===== config.mk =====
export PLATFORM = sky130hd
export DESIGN_NAME = ring_seq_fsm
export DESIGN_NICKNAME = d
export VERILOG_FILES = /design/src/rtl/ring_seq_fsm.sv
export SDC_FILE = /design/constraint.sdc
export NUM_CORES = 1
export LEC_CHECK = 0
export ABC_AREA = 1
export CAP_MARGIN = 20
export CORE_UTILIZATION = 52
export CTS_CLUSTER_DIAMETER = 120
export DETAILED_ROUTE_END_ITERATION = 12
export GPL_TIMING_DRIVEN = 0
export PLACE_DENSITY = 0.95
export SLEW_MARGIN = 10
export SYNTH_ARGS = -nofsm -noshare
export SYNTH_HDL_FRONTEND = slang
export SYNTH_SLANG_ARGS = --single-unit

===== constraint.sdc =====
create_clock -name clock -period 4.8 [get_ports clock]
set_input_delay 0.96 -clock clock [delete_from_list [all_inputs] [get_ports clock]]
set_output_delay 0.96 -clock clock [all_outputs]
set_load 0.005 [all_outputs]

===== src/rtl/ring_seq_fsm.sv =====
// Ring step sequencer over N_STATES states with direction control, synchronous load,
// per-state dwell timeout abort and registered wrap/timeout/load-error pulses.
module ring_seq_fsm #(
  parameter int unsigned N_STATES = 7,
  parameter int unsigned SW       = 4,
  parameter int unsigned TO_W     = 8
) (
  input  logic                clock,
  input  logic                reset,
  input  logic                en,
  input  logic [N_STATES-1:0] adv,
  input  logic                rev,
  input  logic                load,
  input  logic [SW-1:0]       load_val,
  input  logic [TO_W-1:0]     timeout,
  output logic [SW-1:0]       y,
  output logic [TO_W-1:0]     dwell,
  output logic                wrap,
  output logic                to_evt,
  output logic                load_err
);

  localparam logic [SW:0]   NumStates = (SW+1)'(N_STATES);
  localparam logic [SW-1:0] LastState = SW'(N_STATES - 1);

  logic adv_cur;
  logic load_ok;
  logic to_hit;

  // Select adv[y] without a width-mismatched index into the request vector.
  always_comb begin
    adv_cur = 1'b0;
    for (int k = 0; k < N_STATES; k++) begin
      if (y == SW'(k)) adv_cur = adv[k];
    end
  end

  assign load_ok = ({1'b0, load_val} < NumStates);
  // Exact match only: lowering timeout below the current dwell never aborts.
  assign to_hit  = (timeout != '0) && (dwell == timeout - TO_W'(1));

  always_ff @(posedge clock) begin
    if (reset) begin
      y        <= '0;
      dwell    <= '0;
      wrap     <= 1'b0;
      to_evt   <= 1'b0;
      load_err <= 1'b0;
    end else begin
      wrap     <= 1'b0;
      to_evt   <= 1'b0;
      load_err <= 1'b0;
      if (load) begin
        if (load_ok) begin
          y     <= load_val;
          dwell <= '0;
        end else begin
          load_err <= 1'b1;
        end
      end else if (en && adv_cur) begin
        dwell <= '0;
        if (!rev) begin
          if (y == LastState) begin
            y    <= '0;
            wrap <= 1'b1;
          end else begin
            y <= y + SW'(1);
          end
        end else begin
          if (y == '0) begin
            y    <= LastState;
            wrap <= 1'b1;
          end else begin
            y <= y - SW'(1);
          end
        end
      end else if (en && to_hit) begin
        y      <= '0;
        dwell  <= '0;
        to_evt <= 1'b1;
      end else if (en && (dwell != '1)) begin
        dwell <= dwell + TO_W'(1);
      end
    end
  end

endmodule


==> load_flow_metrics.sql <==
INSERT INTO impl_metrics (metric_group, metric, value, unit) VALUES
('global_routing', 'grt_start_max_net_pins', '11', ''),
('clock_network', 'clk-insertion-delay-late', '0.30', 'ns'),
('finish', 'final_nets', '308', ''),
('placement', 'gpl.final_weighted_congestion', '0.8883', ''),
('status', 'run_status', 'completed', ''),
('routing', 'route.final.wire_length', '3.650', 'mm'),
('clock_network', 'cts_buffer_depth', '2', ''),
('worst_setup_path', 'setup.reg_to_reg.worst_slack', '2.58', 'ns'),
('synth', 'synth_sequential_area_ratio', '20.65', '%'),
('power', 'power_density', '211.9', 'nW/µm²'),
('sta', 'hold_slack', '0.5637', 'ns'),
('floorplanning', 'core.rowCount', '18', ''),
('global_routing', 'overall_global_routing_usage', '26.26', '%'),
('floorplanning', 'floorplan.initialDensity', '56.63', '%'),
('flow_run', 'timing.max_cap.violations', '0', ''),
('worst_hold_path', 'min-delay-path-class', 'flip-flop to flip-flop', ''),
('placement', 'dpl_cell_area', '1872', 'µm²'),
('worst_setup_path', 'arrival', '3.12', 'ns'),
('routing', 'drt_iter0_markers', '74', ''),
('routing', 'routedWlPerCell', '11.97', 'µm'),
('routing', 'drt_pre_antenna_iters', '4', ''),
('worst_setup_path', 'critical_path_class', 'primary input to flip-flop', ''),
('synth', 'syn_area', '1454', 'µm²'),
('worst_setup_path', 'worstSetupStartpointType', 'primary input', ''),
('worst_setup_path', 'cp-endpoint', 'y[1]', ''),
('routing', 'via_count', '1631', ''),
('worst_setup_path', 'critical_path.reg2reg.endpoint', 'y[1]', ''),
('clock_network', 'cts.repair.resized', '0', ''),
('sta', 'final_max_slew_viol_count', '0', ''),
('synth', 'async_flop_share', '0', '%'),
('synth', 'post-synth-top-count-cell', 'nand2_1', ''),
('worst_setup_path', 'worstSetupEndpointType', 'flip-flop', ''),
('finish', 'area_growth_syn_to_layout', '30.64', '%'),
('sta', 'setup_total_negative_slack', '0', 'ns'),
('finish', 'final_util', '73.98', '%'),
('sta', 'rsz0062_at_grt', 'false', ''),
('sta', 'slew_headroom', '69.06', '%'),
('worst_setup_path', 'regToRegStartpoint', 'y[0]', ''),
('sta', 'finalWorstPathRequiredPeriod', '2.920', 'ns'),
('clock_network', 'clock-sinks', '15', ''),
('finish', 'drive_above_1_share', '7.636', '%'),
('routing', 'drtAntennaViolNets', '0', ''),
('routing', 'viasPerCell', '5.348', ''),
('synth', 'synth_largest_type_area_fraction', '20.65', '%'),
('synth', 'synth_common_cells', 'nand2_1 (59), nor2_1 (32), inv_1 (29), nand3_1 (20), dfxtp_1 (15)', ''),
('global_routing', 'first_pass_grt_wire_length', '5.602', 'mm'),
('clock_network', 'hold_fix_buffers_at_cts', '0', ''),
('sta', 'worst_clock_skew', '0.006061', 'ns'),
('floorplanning', 'design.core.area', '2567', 'µm²'),
('finish', 'design_area', '1899', 'µm²'),
('synth', 'yosysWarnings', '0', ''),
('floorplanning', 'floorplan.die.height', '54.88', 'µm'),
('sta', 'final_min_period_over_clock_period', '60.82', '%'),
('placement', 'place_hpwl', '2.901', 'mm'),
('worst_setup_path', 'worstRegToRegCells', '15', ''),
('placement', 'port_buffers', '38', ''),
('routing', 'drcViolationCount', '0', ''),
('power', 'power_leakage', '0.0008609', 'µW'),
('placement', 'post-place-cells', '301', ''),
('synth', 'synth_ff_type', 'dfxtp_1', ''),
('power', 'ir_drop', '0.1798', 'mV'),
('clock_network', 'cts_tree', 'built', ''),
('synth', 'yosysUniqueCellTypes', '36', ''),
('floorplanning', 'die_w', '54.88', 'µm'),
('floorplanning', 'ios', '39', ''),
('synth', 'yosysTopAreaCell', 'dfxtp_1', ''),
('clock_network', 'cts_setup_buffers', '0', ''),
('synth', 'number_of_enable_type_register_cells_in_the_synthesized_netlist', '0', ''),
('worst_setup_path', 'worst_ep_required_time', '5.00', 'ns'),
('worst_setup_path', 'timing.critical_path.from', 'timeout[0]', ''),
('sta', 'worst-slew-pin-transition', '0.4633', 'ns');
==> cell usage in the layout (no fill, tap or decap), types with 2 or more instances in the layout <==
cell type	netlist	layout
nor2_2	2	2
nor2_1	32	32
nand2_1	59	59
a21oi_1	13	13
nand3_1	20	20
nand2_4	2	2
nand4_1	6	6
clkdlybuf4s50_1	0	38
dfxtp_1	15	15
o21a_1	2	2
nand3_2	2	2
or2_2	2	2
xor2_1	7	7
inv_1	29	29
xnor2_1	5	5
ha_1	8	8
clkbuf_4	0	3
o21ai_0	9	9
==> area by class of cell <==
class	count	area, µm²
well taps	30	37.54
repair buffers	38	380.4
inverters	31	116.4
multi-input cells	184	1006
fillers	209	668.1
clock buffers	3	22.52
flip-flops and latches	15	300.3
plain buffers	3	31.28
clock inverters	1	5.005
==> flip-flops by register name, summed over array words and instances, names as in the netlist <==
register,cells
y,4
dwell,8
wrap,1
load_err,1
to_evt,1
==> how the worst min path moves through the flow <==
stage / to / cells past startpoint / startpoint
2_1_floorplan: dwell[1] / 2 / dwell[1]
6_report: y[3] / 2 / y[3]
3_3_place_gp: dwell[7] / 2 / dwell[7]
3_5_place_dp: y[3] / 2 / y[3]
5_1_grt: y[3] / 2 / y[3]
4_1_cts: y[3] / 2 / y[3]
==> where the power goes <==
| part | leakage, µW | switching [µW] | internal (µW) |
|---|---|---|---|
| clock | 0.0000177 | 43.9 | 31.1 |
| sequential | 0.000123 | 14.4 | 133 |
| combinational | 0.000720 | 96.1 | 83.5 |
==> stage by stage <==
step | setup WS (ns) | total power (µW)
global placement | 1.613 | 322.7
global route | 1.669 | 429.3
floorplan | 2.299 | 261.5
detailed placement | 1.576 | 327.2
finish | 1.880 | 402.4
CTS | 1.886 | 403.4
==> layer usage <==
layer	vias to the layer above	global-route usage (%)	part of all wire, %
li1	838	-	-
met1	732	34.77	46
met2	55	43.37	47
met3	6	3.611	5.5
met4	0	8.120	1.4
met5	-	0	0
==> logic make-up (layout without fill, tap and decap cells) <==
| family | Yosys count | count (layout) | synth area share (%) |
|---|---|---|---|
| adder cells (fa/ha/maj) | 8 | 8 | 6.885 |
| AO/OA/AOI/OAI | 31 | 31 | 12.74 |
| AND/OR/NAND/NOR | 133 | 133 | 42.34 |
| XOR/XNOR | 12 | 12 | 7.229 |
| flip-flops | 15 | 15 | 20.65 |
| buffers and inverters | 34 | 76 | 10.15 |
==> critical path, stage by stage <==
cell,delay (ns)
clkdlybuf4s50_1,0.48
inv_1,0.10
ha_1,0.32
xnor2_1,0.12
nor2_1,0.11
nand2_1,0.06
nor2_1,0.10
nand2_1,0.06
nor2_1,0.11
nor2_1,0.08
nand2_4,0.16
nand2_8,0.09
buf_8,0.15
a21oi_1,0.15
nor2_1,0.06
No activity file was read; power rests on OpenSTA's default activity.
